`src/rtl/chmon_pkg.sv`:
```
// rtl/chmon_pkg.sv - shared state encoding and width helpers for the channel activity monitor.
package chmon_pkg;

  typedef enum logic [1:0] {
    IDLE  = 2'd0,
    PRIME = 2'd1,
    RUN   = 2'd2
  } chmon_state_e;

  function automatic int win_w(input int window);
    return (window > 2) ? $clog2(window) : 1;
  endfunction

  // A single channel still needs a 1-bit select so the port never collapses to zero width.
  function automatic int sel_w(input int num_ch);
    return (num_ch > 1) ? $clog2(num_ch) : 1;
  endfunction

  function automatic logic [63:0] cnt_max(input int cnt_w);
    return (cnt_w >= 64) ? {64{1'b1}} : ((64'd1 << cnt_w) - 64'd1);
  endfunction

endpackage

```
`src/rtl/channel_activity_monitor_if.sv`:
```
// rtl/channel_activity_monitor_if.sv - control, channel and readout signals of the activity monitor.
interface channel_activity_monitor_if #(
  parameter int NUM_CH = 8,
  parameter int CNT_W  = 16
);
  localparam int SEL_W = chmon_pkg::sel_w(NUM_CH);

  logic              en_i;
  logic              clr_i;
  logic [NUM_CH-1:0] ch_i;
  logic [SEL_W-1:0]  rd_sel_i;
  logic [CNT_W-1:0]  rd_cnt_o;
  logic [NUM_CH-1:0] idle_o;
  logic [NUM_CH-1:0] stuck_val_o;
  logic              win_done_o;
  logic              busy_o;

  modport master (
    output en_i, clr_i, ch_i, rd_sel_i,
    input  rd_cnt_o, idle_o, stuck_val_o, win_done_o, busy_o
  );

  modport slave (
    input  en_i, clr_i, ch_i, rd_sel_i,
    output rd_cnt_o, idle_o, stuck_val_o, win_done_o, busy_o
  );

endinterface

```
`src/rtl/chmon_channel.sv`:
```
// rtl/chmon_channel.sv - per-channel previous sample, edge detect and saturating toggle counter.
module chmon_channel
  import chmon_pkg::*;
#(
  parameter int CNT_W = 16
) (
  input  logic             clk,
  input  logic             rst_n,
  input  logic             i_ch,
  input  logic             i_prime,
  input  logic             i_run,
  input  logic             i_close,
  input  logic             i_clear,
  output logic [CNT_W-1:0] o_cnt_final
);

  localparam logic [CNT_W-1:0] CNT_MAX = CNT_W'(cnt_max(CNT_W));

  logic             r_prev;
  logic [CNT_W-1:0] r_cnt;
  logic             w_toggle;
  logic [CNT_W-1:0] w_cnt_next;

  assign w_toggle   = i_run && (i_ch != r_prev);
  assign w_cnt_next = (w_toggle && (r_cnt != CNT_MAX)) ? r_cnt + 1'b1 : r_cnt;
  // Includes this cycle's toggle so the closing cycle lands in the reported window.
  assign o_cnt_final = w_cnt_next;

  always_ff @(posedge clk or negedge rst_n) begin
    if (!rst_n) begin
      r_prev <= 1'b0;
      r_cnt  <= '0;
    end else if (i_clear) begin
      r_cnt <= '0;
    end else begin
      if (i_prime || i_run) begin
        r_prev <= i_ch;
      end
      if (i_run) begin
        r_cnt <= i_close ? '0 : w_cnt_next;
      end
    end
  end

endmodule

```
`src/rtl/channel_activity_monitor.sv`:
```
// rtl/channel_activity_monitor.sv - windowed toggle monitor: FSM, window counter, snapshot and readout.
module channel_activity_monitor
  import chmon_pkg::*;
#(
  parameter int NUM_CH = 8,
  parameter int WINDOW = 1024,
  parameter int CNT_W  = 16
) (
  input  logic                        clk,
  input  logic                        rst_n,
  channel_activity_monitor_if.slave   bus
);

  localparam int               WIN_W    = win_w(WINDOW);
  localparam int               SEL_W    = sel_w(NUM_CH);
  localparam logic [WIN_W-1:0] WIN_LAST = WIN_W'(WINDOW - 1);

  chmon_state_e      r_state;
  logic [WIN_W-1:0]  r_win;
  logic              r_busy;
  logic              r_win_done;
  logic [NUM_CH-1:0] r_idle;
  logic [NUM_CH-1:0] r_stuck;
  logic [CNT_W-1:0]  r_bank [NUM_CH];
  logic [CNT_W-1:0]  r_rd_cnt;

  logic [CNT_W-1:0]  w_final [NUM_CH];
  logic [SEL_W-1:0]  w_sel;
  logic              w_prime;
  logic              w_run;
  logic              w_close;

  // Clear outranks everything, including a window that would close this cycle.
  assign w_prime = (r_state == PRIME) && !bus.clr_i;
  assign w_run   = (r_state == RUN) && !bus.clr_i;
  assign w_close = w_run && (r_win == WIN_LAST);
  assign w_sel   = bus.rd_sel_i;

  generate
    for (genvar c = 0; c < NUM_CH; c++) begin : g_ch
      chmon_channel #(
        .CNT_W (CNT_W)
      ) u_ch (
        .clk         (clk),
        .rst_n       (rst_n),
        .i_ch        (bus.ch_i[c]),
        .i_prime     (w_prime),
        .i_run       (w_run),
        .i_close     (w_close),
        .i_clear     (bus.clr_i),
        .o_cnt_final (w_final[c])
      );
    end
  endgenerate

  always_ff @(posedge clk or negedge rst_n) begin
    if (!rst_n) begin
      r_state    <= IDLE;
      r_win      <= '0;
      r_busy     <= 1'b0;
      r_win_done <= 1'b0;
    end else begin
      r_win_done <= 1'b0;
      if (bus.clr_i) begin
        r_state <= IDLE;
        r_busy  <= 1'b0;
        r_win   <= '0;
      end else begin
        case (r_state)
          IDLE: begin
            if (bus.en_i) begin
              r_state <= PRIME;
              r_busy  <= 1'b1;
            end
          end
          PRIME: begin
            r_state <= RUN;
            r_busy  <= 1'b1;
          end
          RUN: begin
            // The cycle that sees en_i low still counts; the pause starts after it.
            r_win      <= w_close ? '0 : r_win + 1'b1;
            r_win_done <= w_close;
            if (!bus.en_i) begin
              r_state <= IDLE;
              r_busy  <= 1'b0;
            end
          end
          default: begin
            r_state <= IDLE;
            r_busy  <= 1'b0;
          end
        endcase
      end
    end
  end

  always_ff @(posedge clk or negedge rst_n) begin
    if (!rst_n) begin
      r_idle  <= '0;
      r_stuck <= '0;
      for (int c = 0; c < NUM_CH; c++) begin
        r_bank[c] <= '0;
      end
    end else if (w_close) begin
      r_stuck <= bus.ch_i;
      for (int c = 0; c < NUM_CH; c++) begin
        r_idle[c] <= (w_final[c] == '0);
        r_bank[c] <= w_final[c];
      end
    end
  end

  always_ff @(posedge clk or negedge rst_n) begin
    if (!rst_n) begin
      r_rd_cnt <= '0;
    end else if (32'(w_sel) < NUM_CH) begin
      r_rd_cnt <= r_bank[w_sel];
    end else begin
      r_rd_cnt <= '0;
    end
  end

  assign bus.rd_cnt_o    = r_rd_cnt;
  assign bus.idle_o      = r_idle;
  assign bus.stuck_val_o = r_stuck;
  assign bus.win_done_o  = r_win_done;
  assign bus.busy_o      = r_busy;

endmodule
```
`src/flat_wrapper.sv`:
```
// flat-port wrapper written by rule: the top's interface ports become plain ports
module channel_activity_monitor_flat import chmon_pkg::*;
#(
  parameter int NUM_CH = 8,
  parameter int WINDOW = 1024,
  parameter int CNT_W  = 16
)
  (clk, rst_n, bus_en_i, bus_clr_i, bus_ch_i, bus_rd_sel_i, bus_rd_cnt_o, bus_idle_o, bus_stuck_val_o, bus_win_done_o, bus_busy_o);
  channel_activity_monitor_if #(.NUM_CH(NUM_CH), .CNT_W(CNT_W)) bus_i ();
  input  logic clk;
  input  logic rst_n;
  input wire logic [$bits(bus_i.en_i)-1:0] bus_en_i;
  input wire logic [$bits(bus_i.clr_i)-1:0] bus_clr_i;
  input wire logic [$bits(bus_i.ch_i)-1:0] bus_ch_i;
  input wire logic [$bits(bus_i.rd_sel_i)-1:0] bus_rd_sel_i;
  output wire logic [$bits(bus_i.rd_cnt_o)-1:0] bus_rd_cnt_o;
  output wire logic [$bits(bus_i.idle_o)-1:0] bus_idle_o;
  output wire logic [$bits(bus_i.stuck_val_o)-1:0] bus_stuck_val_o;
  output wire logic [$bits(bus_i.win_done_o)-1:0] bus_win_done_o;
  output wire logic [$bits(bus_i.busy_o)-1:0] bus_busy_o;
  assign bus_i.en_i = bus_en_i;
  assign bus_i.clr_i = bus_clr_i;
  assign bus_i.ch_i = bus_ch_i;
  assign bus_i.rd_sel_i = bus_rd_sel_i;
  assign bus_rd_cnt_o = bus_i.rd_cnt_o;
  assign bus_idle_o = bus_i.idle_o;
  assign bus_stuck_val_o = bus_i.stuck_val_o;
  assign bus_win_done_o = bus_i.win_done_o;
  assign bus_busy_o = bus_i.busy_o;
  channel_activity_monitor #(.NUM_CH(NUM_CH), .WINDOW(WINDOW), .CNT_W(CNT_W)) u_core (.clk(clk), .rst_n(rst_n), .bus(bus_i));
endmodule
```
`config.mk`:
```
export PLATFORM = sky130hd
export DESIGN_NAME = channel_activity_monitor_flat
export DESIGN_NICKNAME = d
export VERILOG_FILES = /design/src/rtl/chmon_pkg.sv /design/src/rtl/channel_activity_monitor_if.sv /design/src/rtl/chmon_channel.sv /design/src/rtl/channel_activity_monitor.sv /design/src/flat_wrapper.sv
export SDC_FILE = /design/constraint.sdc
export NUM_CORES = 1
export LEC_CHECK = 0
export ABC_CLOCK_PERIOD_IN_PS = 3400
export CORE_UTILIZATION = 40
export CTS_CLUSTER_DIAMETER = 120
export DETAILED_ROUTE_END_ITERATION = 7
export SLEW_MARGIN = 20
export SYNTH_ARGS = -nofsm -noshare
export SYNTH_HDL_FRONTEND = slang
export SYNTH_SLANG_ARGS = --single-unit
```
`constraint.sdc`:
```
create_clock -name clk -period 3.4 [get_ports clk]
set_input_delay 0.68 -clock clk [delete_from_list [all_inputs] [get_ports clk]]
set_output_delay 0.68 -clock clk [all_outputs]
set_load 0.05 [all_outputs]
```
# --- After elaboration in Yosys (flattened, before gate mapping) ---
# Cells that the tools add are included.
totals:
  register_bits: 310
  in_bits: 15
  out_inout_bits: 34
  elab_cells: 146
classes:
  n_addsub: 9
  magnitude_cmp: 1
  n_eq_ne: 21
  mux: 48
  bitwise: 2
  reduce_logical: 34
op_table:
  columns: ["operator", "n"]
  rows:
  - ["2-to-1 mux 16 bit", 34]
  - ["adder 16 x 1 -> 16 bit, second input constant", 8]
  - ["zero test 16 bit", 8]
  - ["inequality test 16 bit, second input constant", 8]
  - ["binary-select mux 16 bit (select 3 bit)", 1]
  - ["2-to-1 mux 10 bit", 3]
  - ["logical AND 1 bit", 19]
  - ["adder 10 x 1 -> 10 bit, second input constant", 1]
  - ["== test 10 bit, second input constant", 1]
  - ["inequality test 1 bit", 8]
  - ["2-to-1 mux 2 bit", 3]
  - ["inequality test 3 bit, second input constant", 2]
  - ["one-hot mux 2 bit (3 select lines)", 1]
  - ["2-to-1 mux 1 bit", 5]
  - ["greater-or-equal comparator 4 bit, second input constant", 1]
  - ["NOT 3 -> 4 bit", 1]
  - ["AND reduction 2 bit", 2]
  - ["nonzero test 2 bit", 2]
  - ["one-hot mux 1 bit (3 select lines)", 1]
  - ["== test 2 x 1 -> 1 bit, second input constant", 1]
  - ["== test 2 bit, second input constant", 1]
  - ["zero test 2 bit", 1]
  - ["zero test 1 bit", 1]
  - ["logical OR 1 bit", 1]
  - ["NOT 1 bit", 1]

# --- Longest topological paths before layout ---
# Gate-level depths: netlist of run 1.
logic_depth:
  word_depth: 8
  ltp_mapped: 10
  ltp_nobuf: 9

# --- Modules after synthesis ---
# Synthesis of run 1 repeated with hierarchy kept, for this count alone.
hier_totals:
  cells_unflattened: 1698
  area_unflattened_um2: 18183.7
modules_own_cells:
  columns: ["module", "n_inst", "cells_each", "area_per_inst_um2", "seq_area_each_um2"]
  rows:
  - ["chmon_channel (u_core.g_ch[1].u_ch ...)", 7, 149, 1273.7, 425.4]
  - ["channel_activity_monitor", 1, 500, 7862.5, 4354.2]
  - ["chmon_channel (u_core.g_ch[0].u_ch)", 1, 155, 1405.1, 425.4]

# --- Worst setup path before layout of run 1 ---
# OpenSTA, ideal clock, no wires.
synth_timing:
  kind: "input port to flip-flop"
  startpoint: "in bus_clr_i"
  endpoint: "reg u_core.r_idle[1], in the netlist u_core.bus.idle_o[1]"
  setup_time_ns: 0.076
  t_arrival_ns: 3.213
  required_time_ns: 3.324
  path_slack_ns: 0.111
  stages: 7
  n_path_buf: 0
  path_cell_list: "or3b_2 or4b_2 a2111oi_2 mux2i_1 nand2_1 or4b_1 o21ai_1"
synth_via:
  elab_chain_len: 6
  word_cells_on_any_way: 7
  cone_classes: "mux: 1; reduce/logical: 6"
synth_rtl:
  columns: ["element", "line", "source"]
  rows:
  - ["from (decl)", "flat_wrapper.sv:13", "input wire logic [$bits(bus_i.clr_i)-1:0] bus_clr_i;"]
  - ["zero test 1 bit (*)", "channel_activity_monitor.sv:35", "assign w_run = (r_state == RUN) && !bus.clr_i;"]
  - ["logical AND 1 bit (*)", "channel_activity_monitor.sv:35", null]
  - ["logical AND 1 bit", "chmon_channel.sv:24", "assign w_toggle = i_run && (i_ch != r_prev);"]
  - ["logical AND 1 bit", "chmon_channel.sv:25", "assign w_cnt_next = (w_toggle && (r_cnt != CNT_MAX)) ? r_cnt + 1'b1 : r_cnt;"]
  - ["2-to-1 mux 16 bit", "chmon_channel.sv:25", null]
  - ["zero test 16 bit", "channel_activity_monitor.sv:108", "r_idle[c] <= (w_final[c] == '0);"]
  - ["to (signal, indexed assignment)", "channel_activity_monitor.sv:108", null]
  - ["to (decl)", "channel_activity_monitor.sv:22", "logic [NUM_CH-1:0] r_idle;"]
# Mark *: on every way between the ends. The rest lies on a longest branch, timed or not.
# A chain may end at the register's enable or synchronous reset.

# --- Final worst setup path of run 1 ---
# Ends and elaborated chain as after synthesis.

==> results of run 1 <==
==> state kept, by name, indices dropped and copies added (netlist names) <==
register	cells
u_core.bus.idle_o	8
u_core.bus.win_done_o	1
u_core.g_ch.u_ch.r_cnt	128
u_core.r_state	2
u_core.bus.busy_o	1
u_core.bus.stuck_val_o	8
u_core.r_bank	128
u_core.g_ch.u_ch.r_prev	8
u_core.bus.rd_cnt_o	16
u_core.r_win	10
==> routing by layer <==
| layer | vias up | wire [um] | part of all wire (%) |
|---|---|---|---|
| met5 | - | 13 | 0.027 |
| met4 | 2 | 1160 | 2.5 |
| met3 | 77 | 2890 | 6.1 |
| met2 | 378 | 20600 | 43 |
| met1 | 7002 | 22700 | 48 |
| li1 | 6771 | - | - |
==> kinds of logic (layout without fill, tap and decap cells) <==
kind of cell / count (synthesis) / in the layout
AOI/OAI and AO/OA: 424 / 424
xor gates and xnor gates: 129 / 129
adders and majority gates: 9 / 9
buffers and inverters: 146 / 285
DFF: 310 / 310
muxes: 88 / 88
and+or+nand+nor: 731 / 731
==> cell usage after synthesis (all sizes together) (32+ instances only) <==
master	count	area share, %
and3	33	1.2
nand3	66	2.0
dfrtp	310	46
xor2	42	2.2
nor2	76	1.7
nand4	46	1.7
xnor2	87	4.5
mux4	32	4.3
mux2	34	2.3
clkbuf	114	2.5
a21oi	40	1.2
o21ai	270	8.0
nand2	374	8.3
==> repair_timing <==
| item | 4_1_cts | 5_1_grt |
|---|---|---|
| setup endpoints to repair | 0 | 1 |
| gates resized for setup | 0 | 2 |
| setup buffers | 0 | 0 |
==> metrics by stage <==
stage | utilization (%) | total power [mW] | TNS (ns)
floorplan | - | 4.02 | 0
global placement | 45.7 | 4.27 | -1.10
detailed placement | 45.7 | 4.27 | -1.66
CTS | 48.8 | 8.38 | 0
global route | 48.8 | 8.57 | 0
finish | 48.8 | 8.28 | 0
==> power by group <==
| group | switching, mW | internal (mW) |
|---|---|---|
| Sequential | 0.0240 | 3.72 |
| Clock | 1.64 | 2.43 |
| Combinational | 0.292 | 0.165 |
==> worst paths after layout <==
check	from	to	cells past startpoint
max	bus_clr_i	u_core.bus.idle_o[1]	8
min	rst_n	u_core.g_ch[5].u_ch.r_prev	1
max reg2reg	u_core.g_ch[1].u_ch.r_cnt[4]	u_core.bus.idle_o[1]	8
min reg2reg	u_core.bus.stuck_val_o[7]	u_core.bus.stuck_val_o[7]	2
max in group asynchronous	rst_n	u_core.g_ch[0].u_ch.r_cnt[1]	2
min in group clk	u_core.bus.stuck_val_o[7]	u_core.bus.stuck_val_o[7]	2
==> final cells by class <==
class / count / area, um2
Fill cell: 3889 / 21000
Multi-Input combinational cell: 1381 / 8560
Sequential cell: 310 / 7760
Timing Repair Buffer: 201 / 1780
Clock buffer: 58 / 1120
Tap cell: 532 / 666
Clock inverter: 11 / 135
Inverter: 15 / 56.3
==> cells in the final DEF (no fill, tap or decap), types with 9 or more instances in the layout <==
cell / netlist / layout
nor3_1: 30 / 30
xnor2_1: 87 / 87
buf_4: 0 / 141
mux2i_1: 22 / 22
nand2_1: 374 / 373
mux4_2: 32 / 32
xor2_1: 42 / 42
a22o_1: 16 / 16
o21ai_0: 269 / 268
o31ai_1: 25 / 25
and2_1: 15 / 15
and3_1: 33 / 33
a31oi_1: 10 / 10
nor2_1: 75 / 73
buf_12: 0 / 12
inv_1: 15 / 15
clkbuf_1: 114 / 12
a21oi_1: 40 / 40
ha_1: 9 / 9
and4_1: 15 / 15
mux2_2: 34 / 34
a32o_1: 11 / 11
nand2b_1: 12 / 11
nand4_1: 46 / 46
dfrtp_1: 310 / 310
clkbuf_16: 0 / 39
nand3_1: 66 / 66
clkdlybuf4s50_1: 0 / 46
nor4_1: 23 / 23
==> impl_metrics.prom, run 1 <==
# TYPE chip_impl_metric gauge
chip_impl_metric{name="clkSlewWorstSetupHoldPaths",unit="ns"} 0.06
chip_impl_metric{name="tightestPinTransition",unit="ns"} 0.804
chip_impl_metric{name="clkLatencyLatePin",unit="ns"} 0.55
chip_impl_metric{name="slowest_delay",unit="ns"} 0.69
chip_impl_metric{name="grt_use_met3",unit="%"} 3.21
chip_impl_metric{name="yosys_warnings",unit=""} 0
chip_impl_metric{name="wire_per_inst",unit="um"} 18.9
chip_impl_metric{name="placeableCoreArea",unit="um2"} 41100
chip_impl_info{name="worstSetupPathType",value="in -> reg"} 1
chip_impl_metric{name="critical_path.max_fanout",unit=""} 2
chip_impl_info{name="main_combinational_cell_family_by_area_after_synthesis",value="simple AND/OR/NAND/NOR gates"} 1
chip_impl_metric{name="powerDensity",unit="nW/um2"} 413
chip_impl_metric{name="syn_area",unit="um2"} 16800
chip_impl_metric{name="via_count",unit=""} 14230
chip_impl_metric{name="post_synthesis_compound_gate_area_fraction",unit="%"} 14.7
chip_impl_metric{name="timing.final.max_slew_violations",unit=""} 0
chip_impl_metric{name="cts.htree.levels",unit=""} 2
chip_impl_metric{name="detailedPlacementHpwl",unit="um"} 32800
chip_impl_metric{name="setup_slack",unit="ns"} 0.214
chip_impl_metric{name="grt_use_met2",unit="%"} 33.1
chip_impl_metric{name="finalCritPeriodShare",unit="%"} 93.7
chip_impl_metric{name="groute.usage.overall",unit="%"} 22.5
chip_impl_metric{name="dr.first_iter.drc_count",unit=""} 1070
chip_impl_metric{name="cts-buffers-inserted",unit=""} 38
chip_impl_metric{name="global_route.usage.met1",unit="%"} 34.1
chip_impl_metric{name="cap_violations",unit=""} 0
chip_impl_metric{name="io_pins",unit=""} 49
chip_impl_metric{name="starting_density_of_the_core",unit="%"} 40.9
chip_impl_metric{name="maxClockFrequency",unit="MHz"} 314
chip_impl_info{name="global_route.peak_usage_layer",value="met1"} 1
chip_impl_info{name="cts_tree",value="done"} 1
chip_impl_info{name="timing.hold.worst.class",value="in -> async"} 1
chip_impl_metric{name="grt_remaining_overflow",unit=""} 0
chip_impl_metric{name="netlist-cell-type-count",unit=""} 69
chip_impl_metric{name="viasPerCell",unit=""} 5.67
chip_impl_metric{name="core.rowCount",unit=""} 74
chip_impl_metric{name="power_leakage",unit="nW"} 8.36
chip_impl_metric{name="regToRegSetupSlack",unit="ns"} 0.39
chip_impl_info{name="type_of_element_capturing_the_critical_path",value="flop"} 1
chip_impl_metric{name="routed_wl",unit="um"} 47300
chip_impl_info{name="setup_repair_after_global_routing_missed_its_margin",value="no"} 1
chip_impl_metric{name="yosys.area_share.xor_xnor",unit="%"} 6.72
chip_impl_metric{name="synth_enable_flop_cells",unit=""} 0
chip_impl_info{name="setup.worst_path.start_class",value="input port"} 1
chip_impl_info{name="timing.critical_path.slowest_stage_cell",value="or4b_2"} 1
chip_impl_metric{name="place_ws",unit="ns"} -0.504
chip_impl_info{name="clk_root_buffer_cell",value="clkbuf_16"} 1
chip_impl_info{name="critical_path.top_delay_family",value="simple AND/OR/NAND/NOR gates"} 1
chip_impl_metric{name="fin_crit",unit="ns"} 3.19
chip_impl_metric{name="dp.cells",unit=""} 2439
chip_impl_metric{name="synth.ff_latch_count",unit=""} 310
chip_impl_metric{name="synthCells",unit=""} 1837
chip_impl_metric{name="cp_num_buf_inv",unit=""} 1
chip_impl_metric{name="design.die.area",unit="um2"} 42900
chip_impl_metric{name="fin_nets",unit=""} 1971
chip_impl_metric{name="die_width",unit="um"} 207
chip_impl_metric{name="place.gp.congestion",unit=""} 0.893
chip_impl_metric{name="grt_antenna_before_repair",unit=""} 2
chip_impl_metric{name="peakVddDrop",unit="V"} 0.000295
chip_impl_metric{name="muxShareOfSynthArea",unit="%"} 7.87
chip_impl_metric{name="clock-sinks",unit=""} 310
chip_impl_metric{name="skew",unit="ns"} 0.0210
chip_impl_info{name="synth_ff_type",value="dfrtp_1"} 1
chip_impl_metric{name="synth_seq_area_share",unit="%"} 46.1
chip_impl_metric{name="ctsHoldBuffers",unit=""} 0
chip_impl_metric{name="yosys.area_share.adder",unit="%"} 0.670
chip_impl_metric{name="cp_data_arrival_time",unit="ns"} 3.65
chip_impl_metric{name="whs",unit="ns"} 0.101
chip_impl_metric{name="fin_cells",unit=""} 2508
chip_impl_metric{name="async_s_r_ff_share_synth",unit="%"} 100
chip_impl_info{name="timing.critical_path.cells",value="clkdlybuf4s50_1, or3b_4, or4b_2, a2111oi_4, mux2i_1, nand2_1, or4b_1, o21ai_1"} 1
chip_impl_metric{name="drt-pass1-iter-count",unit=""} 7
chip_impl_info{name="run_status",value="complete, no violations"} 1
chip_impl_metric{name="drc",unit=""} 0
chip_impl_metric{name="synth_to_layout_area_growth",unit="%"} 19.3
chip_impl_metric{name="diodes",unit=""} 0
chip_impl_metric{name="drive_above_1_share",unit="%"} 15.0
chip_impl_metric{name="post_synth_and_or_nand_nor_area_fraction",unit="%"} 20.6
chip_impl_metric{name="finalHoldViolCount",unit=""} 0
chip_impl_metric{name="numPortBuffers",unit=""} 48
chip_impl_metric{name="grt_pass1_vias",unit=""} 13585
chip_impl_metric{name="grt_first_pass_wirelength",unit="um"} 77000
chip_impl_metric{name="detail-route-antenna-nets",unit=""} 0
chip_impl_metric{name="synth_fp_nets",unit=""} 1861
chip_impl_metric{name="slew_headroom",unit="%"} 45.9
chip_impl_metric{name="cp_data_required_time",unit="ns"} 3.86
chip_impl_metric{name="grt_max_degree",unit=""} 114
chip_impl_metric{name="post_dp_cell_area",unit="um2"} 18800
chip_impl_metric{name="floorplan.die.height",unit="um"} 207
chip_impl_metric{name="final_area",unit="um2"} 20100
chip_impl_metric{name="syn-mean-instance-area",unit="um2"} 9.16
chip_impl_metric{name="report.final.setup_viol",unit=""} 0
chip_impl_metric{name="cts-root-to-sink-buffers",unit=""} 3
Power figures use the tool's default switching activity.
==> run 2: changes to the inputs <==
- SETUP_SLACK_MARGIN: default -> 0.15
==> run 2 against run 1 <==
  * The run now ends with design-rule violations left
  * Worst hold slack improved by 0.019 ns
  * Combinational power rose by 2%
  * Sequential share of layout area fell by 0.21 points
  * First-iteration DRC count fell by 11%
  * Clock-buffer cell count rose by 2
  * Flip-flop and latch count did not move
  * Largest cell class unchanged
==> impl_metrics.prom, run 2 (synthesis gave the netlist of run 1 again) <==
# TYPE chip_impl_metric gauge
chip_impl_metric{name="grt_max_degree",unit=""} 83
chip_impl_metric{name="design.die.area",unit="um2"} 42900
chip_impl_metric{name="place_ws",unit="ns"} -0.410
chip_impl_metric{name="r2r.worst_path.cells",unit=""} 8
chip_impl_info{name="setup_repair_after_global_routing_missed_its_margin",value="yes"} 1
chip_impl_info{name="layout_common_cells",value="nand2_1, dfrtp_1, o21ai_0"} 1
chip_impl_metric{name="grt_first_pass_wirelength",unit="um"} 78200
chip_impl_metric{name="viasPerCell",unit=""} 5.71
chip_impl_metric{name="skew",unit="ns"} 0.0143
chip_impl_metric{name="cts.htree.levels",unit=""} 2
chip_impl_metric{name="groute.usage.overall",unit="%"} 22.8
chip_impl_metric{name="critical_path.max_fanout",unit=""} 13
chip_impl_metric{name="ctsHoldBuffers",unit=""} 0
chip_impl_metric{name="starting_density_of_the_core",unit="%"} 40.9
chip_impl_info{name="timing.critical_path.cells",value="clkdlybuf4s50_1, or3b_2, buf_4, nor2_2, and3_1, mux2_2, or4_1, nor4_2, a32o_1"} 1
chip_impl_metric{name="power_leakage",unit="nW"} 8.42
chip_impl_metric{name="fin_nets",unit=""} 1975
chip_impl_metric{name="maxClockFrequency",unit="MHz"} 315
chip_impl_info{name="timing.critical_path.slowest_stage_cell",value="or3b_2"} 1
chip_impl_metric{name="finalCritPeriodShare",unit="%"} 93.4
chip_impl_metric{name="drc",unit=""} 3
chip_impl_metric{name="wire_per_inst",unit="um"} 19.2
chip_impl_info{name="clk_root_buffer_cell",value="clkbuf_16"} 1
chip_impl_metric{name="grt_remaining_overflow",unit=""} 0
chip_impl_metric{name="slowest_delay",unit="ns"} 0.56
chip_impl_metric{name="cp_data_arrival_time",unit="ns"} 3.65
chip_impl_metric{name="die_width",unit="um"} 207
chip_impl_metric{name="numPortBuffers",unit=""} 48
chip_impl_info{name="timing.hold.worst.class",value="in -> async"} 1
chip_impl_metric{name="finalHoldViolCount",unit=""} 0
chip_impl_metric{name="via_count",unit=""} 14321
chip_impl_metric{name="place.gp.congestion",unit=""} 0.912
chip_impl_metric{name="peakVddDrop",unit="V"} 0.000325
chip_impl_info{name="setup.worst_path.start_class",value="input port"} 1
chip_impl_info{name="timing_startpoint_of_the_critical_path",value="bus_clr_i"} 1
chip_impl_metric{name="drt-pass1-iter-count",unit=""} 8
chip_impl_info{name="run_status",value="complete, but fails checks"} 1
chip_impl_metric{name="grt_antenna_before_repair",unit=""} 1
chip_impl_metric{name="detailedPlacementHpwl",unit="um"} 33400
chip_impl_metric{name="slew_headroom",unit="%"} 44.1
chip_impl_metric{name="timing.final.max_slew_violations",unit=""} 0
chip_impl_info{name="mostFrequentLayoutCell",value="nand2_1"} 1
chip_impl_metric{name="dr.first_iter.drc_count",unit=""} 948
chip_impl_metric{name="routed_wl",unit="um"} 48100
chip_impl_info{name="worstSetupPathType",value="in -> reg"} 1
chip_impl_metric{name="cts-buffers-inserted",unit=""} 38
chip_impl_metric{name="postCtsSetupRepairBufs",unit=""} 0
chip_impl_metric{name="setup_slack",unit="ns"} 0.225
chip_impl_metric{name="grt_pass1_vias",unit=""} 13803
chip_impl_metric{name="fin_crit",unit="ns"} 3.18
chip_impl_info{name="crit-reg2reg-launch",value="u_core.r_state[1]"} 1
chip_impl_metric{name="clkSlewWorstSetupHoldPaths",unit="ns"} 0.06
chip_impl_info{name="type_of_element_capturing_the_critical_path",value="flop"} 1
chip_impl_metric{name="drive_above_1_share",unit="%"} 15.3
chip_impl_metric{name="clock-sinks",unit=""} 310
chip_impl_metric{name="regToRegSetupSlack",unit="ns"} 0.46
chip_impl_metric{name="core.rowCount",unit=""} 74
chip_impl_metric{name="synth_to_layout_area_growth",unit="%"} 20.0
chip_impl_metric{name="clkLatencyLatePin",unit="ns"} 0.55
chip_impl_metric{name="power.total",unit="mW"} 8.38
chip_impl_info{name="cts_tree",value="done"} 1
chip_impl_metric{name="fillerInstances",unit=""} 3899
chip_impl_metric{name="cp_data_required_time",unit="ns"} 3.88
chip_impl_metric{name="floorplan.die.height",unit="um"} 207
chip_impl_metric{name="report.final.setup_viol",unit=""} 0
chip_impl_metric{name="powerDensity",unit="nW/um2"} 415
chip_impl_metric{name="placeableCoreArea",unit="um2"} 41100
chip_impl_metric{name="final_core_util",unit="%"} 49.1
chip_impl_info{name="r2r_endpoint",value="u_core.bus.idle_o[3]"} 1
chip_impl_info{name="violations",value="design-rule violations"} 1
chip_impl_metric{name="io_pins",unit=""} 49
chip_impl_metric{name="diodes",unit=""} 0
chip_impl_info{name="crit_path_end",value="u_core.bus.idle_o[3]"} 1
chip_impl_metric{name="tightestPinTransition",unit="ns"} 0.836
chip_impl_metric{name="dp.cells",unit=""} 2443
chip_impl_metric{name="cts-root-to-sink-buffers",unit=""} 3
chip_impl_metric{name="cap_violations",unit=""} 0
chip_impl_metric{name="fin_cells",unit=""} 2509
chip_impl_metric{name="detail-route-antenna-nets",unit=""} 0
chip_impl_metric{name="whs",unit="ns"} 0.119
run 2: changes by cell type in the layout (fill, tap and decap cells not counted), moves of 2 or more:
cell        before  now
clkbuf_1        12    8
clkinvlp_4       3    0
clkbuf_16       39   41
buf_12          12   15
clkbuf_8         7   11
run 2: critical path: cells and delay by family:
| kind | cells | cell delay, ns |
|---|---|---|
| compound gates | 1 | 0.19 |
| buf+inv | 2 | 0.70 |
| simple gates | 5 | 1.74 |
| mux | 1 | 0.35 |
run 2: worst min path at each step:
stage                                          to                      start
floorplan                       u_core.bus.busy_o                      rst_n
global placement                u_core.r_bank[83]          u_core.r_bank[83]
detailed placement      u_core.bus.stuck_val_o[0]  u_core.bus.stuck_val_o[0]
CTS                    u_core.g_ch[5].u_ch.r_prev                      rst_n
global route        u_core.g_ch[6].u_ch.r_cnt[10]                      rst_n
finish              u_core.g_ch[6].u_ch.r_cnt[10]                      rst_n
run 2: repair_timing:
item,in CTS,in global routing
endpoints found under the setup margin,0,3
hold endpoints to repair,0,0
gates resized for setup,0,2
run 2: power breakdown:
| group | switching [mW] | total, mW | leakage, nW | internal (mW) |
|---|---|---|---|---|
| logic | 0.297 | 0.465 | 3.47 | 0.168 |
| registers | 0.0238 | 3.75 | 4.31 | 3.72 |
| clock network | 1.59 | 4.17 | 0.638 | 2.58 |
run 2: final cells by class:
cell class / count / area [um2] / share of cell area, %
Multi-Input combinational cell: 1381 / 8560 / 42.4
Sequential cell: 310 / 7760 / 38.4
Timing Repair Buffer: 205 / 1850 / 9.15
Clock buffer: 60 / 1210 / 5.98
Tap cell: 532 / 666 / 3.30
Clock inverter: 6 / 83.8 / 0.415
Inverter: 15 / 56.3 / 0.279
run 2: layer usage:
layer / track usage, % / wire [um]
met1: 34.0 / 22900
met2: 34.5 / 21400
met3: 2.93 / 2640
met4: 7.15 / 1120
met5: 0 / 0
run 2: per-stage QoR:
| step | TNS (ns) | instance area (um2) |
|---|---|---|
| floorplan | 0 | 16800 |
| global placement | -1.00 | 18900 |
| detailed placement | -1.57 | 18900 |
| CTS | 0 | 20200 |
| global route | 0 | 20200 |
| finish | 0 | 20200 |
==> run 3: changes to the inputs <==
- ABC_CLOCK_PERIOD_IN_PS: 3400 -> 4000
- clock period: 3.4 -> 4 ns (I/O delays scaled with it)
==> run 3 against run 2 <==
  * The run still ends with design-rule violations left
  * Sequential share of layout area rose by 1.7 points
  * Wire length down 1.8%
  * Final cell count is 3.8% lower
  * Sequential power is 15% lower
  * Flip-flop and latch count stayed put
  * Critical path depth fell by 1
  * Global-route usage is 0.29 points lower
  * First-iteration DRC count rose by 6.3%
  * Via count is 4.2% lower
  * Clock power is 17% lower
  * Final area down 4.2%
  * Combinational power down 22%
  * Highest routed layer unchanged
==> impl_metrics.prom, run 3 (synthesis gave the netlist of run 1 again) <==
# TYPE chip_impl_metric gauge
chip_impl_info{name="setup_repair_after_global_routing_missed_its_margin",value="no"} 1
chip_impl_metric{name="starting_density_of_the_core",unit="%"} 40.9
chip_impl_info{name="worstSetupPathType",value="in -> reg"} 1
chip_impl_metric{name="power_leakage",unit="nW"} 7.91
chip_impl_info{name="cts_tree",value="done"} 1
chip_impl_metric{name="place.gp.congestion",unit=""} 0.890
chip_impl_metric{name="viasPerCell",unit=""} 5.68
chip_impl_metric{name="clkSlewWorstSetupHoldPaths",unit="ns"} 0.06
chip_impl_metric{name="critical_path.max_fanout",unit=""} 2
chip_impl_metric{name="report.final.setup_viol",unit=""} 0
chip_impl_metric{name="cp_data_required_time",unit="ns"} 4.47
chip_impl_metric{name="drc",unit=""} 6
chip_impl_info{name="type_of_element_capturing_the_critical_path",value="flop"} 1
chip_impl_info{name="layout_common_cells",value="nand2_1, dfrtp_1, o21ai_0"} 1
chip_impl_info{name="critical_path.top_delay_family",value="simple AND/OR/NAND/NOR gates"} 1
chip_impl_metric{name="fin_setup_tns",unit="ns"} 0
chip_impl_metric{name="die_width",unit="um"} 207
chip_impl_metric{name="postCtsSetupRepairBufs",unit=""} 0
chip_impl_metric{name="diodes",unit=""} 0
chip_impl_metric{name="r2r.worst_path.cells",unit=""} 7
chip_impl_metric{name="dr.first_iter.drc_count",unit=""} 1008
chip_impl_metric{name="finalCritPeriodShare",unit="%"} 86.7
chip_impl_metric{name="grt_antenna_before_repair",unit=""} 1
chip_impl_metric{name="slowest_delay",unit="ns"} 0.69
chip_impl_info{name="setup.worst_path.start_class",value="input port"} 1
chip_impl_metric{name="numPortBuffers",unit=""} 48
chip_impl_info{name="mostFrequentLayoutCell",value="nand2_1"} 1
chip_impl_metric{name="fin_cells",unit=""} 2414
chip_impl_metric{name="cts.htree.levels",unit=""} 2
chip_impl_info{name="top_signal_layer_used",value="met4"} 1
chip_impl_metric{name="io_pins",unit=""} 49
chip_impl_info{name="clk_root_buffer_cell",value="clkbuf_16"} 1
chip_impl_metric{name="finalHoldViolCount",unit=""} 0
chip_impl_metric{name="skew",unit="ns"} 0.0208
chip_impl_metric{name="cp_data_arrival_time",unit="ns"} 3.94
chip_impl_metric{name="clkLatencyLatePin",unit="ns"} 0.55
chip_impl_metric{name="placeableCoreArea",unit="um2"} 41100
chip_impl_metric{name="tightestPinTransition",unit="ns"} 0.848
chip_impl_metric{name="detail-route-antenna-nets",unit=""} 0
chip_impl_info{name="timing.critical_path.slowest_stage_cell",value="or4b_2"} 1
chip_impl_metric{name="setup_slack",unit="ns"} 0.533
chip_impl_metric{name="met3_wirelength",unit="um"} 2990
chip_impl_metric{name="grt_pass1_vias",unit=""} 13423
chip_impl_metric{name="slew_headroom",unit="%"} 43.5
chip_impl_metric{name="grt_first_pass_wirelength",unit="um"} 76700
chip_impl_metric{name="whs",unit="ns"} 0.273
chip_impl_metric{name="wirelength_met1",unit="um"} 22900
chip_impl_metric{name="ctsHoldBuffers",unit=""} 0
chip_impl_metric{name="drt-pass1-iter-count",unit=""} 8
chip_impl_info{name="timing.critical_path.cells",value="clkdlybuf4s50_1, or3b_2, or4b_2, a2111oi_2, mux2i_1, nand2_1, or4b_1, o21ai_1"} 1
chip_impl_metric{name="cts-root-to-sink-buffers",unit=""} 3
chip_impl_metric{name="design.die.area",unit="um2"} 42900
chip_impl_metric{name="fin_nets",unit=""} 1880
chip_impl_metric{name="met2_wirelength",unit="um"} 20200
chip_impl_metric{name="via_count",unit=""} 13717
chip_impl_info{name="timing_startpoint_of_the_critical_path",value="bus_clr_i"} 1
chip_impl_metric{name="peakVddDrop",unit="V"} 0.000272
chip_impl_metric{name="detailedPlacementHpwl",unit="um"} 32200
chip_impl_metric{name="wire_per_inst",unit="um"} 19.6
chip_impl_metric{name="powerDensity",unit="nW/um2"} 363
chip_impl_metric{name="routed_wl",unit="um"} 47200
chip_impl_metric{name="clock-sinks",unit=""} 310
chip_impl_metric{name="grt_max_degree",unit=""} 127
chip_impl_metric{name="fin_crit",unit="ns"} 3.47
chip_impl_metric{name="grt_remaining_overflow",unit=""} 0
chip_impl_info{name="crit-reg2reg-launch",value="u_core.r_state[1]"} 1
chip_impl_metric{name="cts-resized-gates",unit=""} 0
chip_impl_metric{name="core.rowCount",unit=""} 74
chip_impl_metric{name="synth_to_layout_area_growth",unit="%"} 14.9
chip_impl_metric{name="timing.final.max_slew_violations",unit=""} 0
chip_impl_metric{name="floorplan.die.height",unit="um"} 207
chip_impl_info{name="r2r_endpoint",value="u_core.bus.idle_o[1]"} 1
chip_impl_metric{name="dp.cells",unit=""} 2349
chip_impl_info{name="violations",value="design-rule violations"} 1
chip_impl_metric{name="cts-buffers-inserted",unit=""} 37
chip_impl_metric{name="cap_violations",unit=""} 0
chip_impl_metric{name="groute.usage.overall",unit="%"} 22.5
chip_impl_metric{name="place_ws",unit="ns"} 0.0159
chip_impl_info{name="timing.hold.worst.class",value="in -> async"} 1
chip_impl_info{name="run_status",value="complete, but fails checks"} 1
chip_impl_metric{name="cp_num_buf_inv",unit=""} 1
chip_impl_metric{name="regToRegSetupSlack",unit="ns"} 0.76
chip_impl_metric{name="maxClockFrequency",unit="MHz"} 288
chip_impl_metric{name="drive_above_1_share",unit="%"} 11.0
run 3: cell types whose count changed in the layout (fill, tap and decap cells not counted), moves of 2 or more:
cell        before  now
clkinv_2         3    5
buf_12          15    9
clkbuf_16       41   38
clkinvlp_4       0    2
buf_4          142   54
clkbuf_8        11    8
run 3: routing by layer:
layer / up-vias / global-route usage (%)
met5: - / 0
met4: 0 / 6.61
met3: 65 / 4.62
met2: 357 / 32.6
met1: 6719 / 33.8
li1: 6576 / -
run 3: stage by stage:
| stage | power (mW) | cell area [um2] | utilization (%) |
|---|---|---|---|
| 2_1_floorplan | 3.42 | 16800 | - |
| 3_3_place_gp | 3.60 | 18100 | 44.0 |
| 3_5_place_dp | 3.61 | 18100 | 44.0 |
| 4_1_cts | 7.10 | 19300 | 47.0 |
| 5_1_grt | 7.26 | 19300 | 47.0 |
| 6_report | 7.01 | 19300 | 47.0 |
run 3: area by class of cell:
cell class / count / area, um2
fillers: 3888 / 21800
multi-input cells: 1381 / 8540
flip-flops and latches: 310 / 7760
clock buffers: 53 / 1090
repair buffers: 111 / 1070
well taps: 532 / 666
clock inverters: 12 / 155
inverters: 15 / 56.3
run 3: report_power, final:
part / internal (mW) / switching, mW
Sequential: 3.16 / 0.0215
Clock: 2.09 / 1.37
Combinational: 0.118 / 0.245
run 3: worst max-delay path by stage:
stage	slack, ns	cells after the start	endpoint
after floorplan	0.59	7	u_core.bus.idle_o[1]
after global placement	0.02	8	u_core.bus.idle_o[1]
after detailed placement	0.02	8	u_core.bus.idle_o[1]
after CTS	0.59	8	u_core.bus.idle_o[1]
after global routing	0.45	8	u_core.bus.idle_o[1]
final	0.53	8	u_core.bus.idle_o[1]
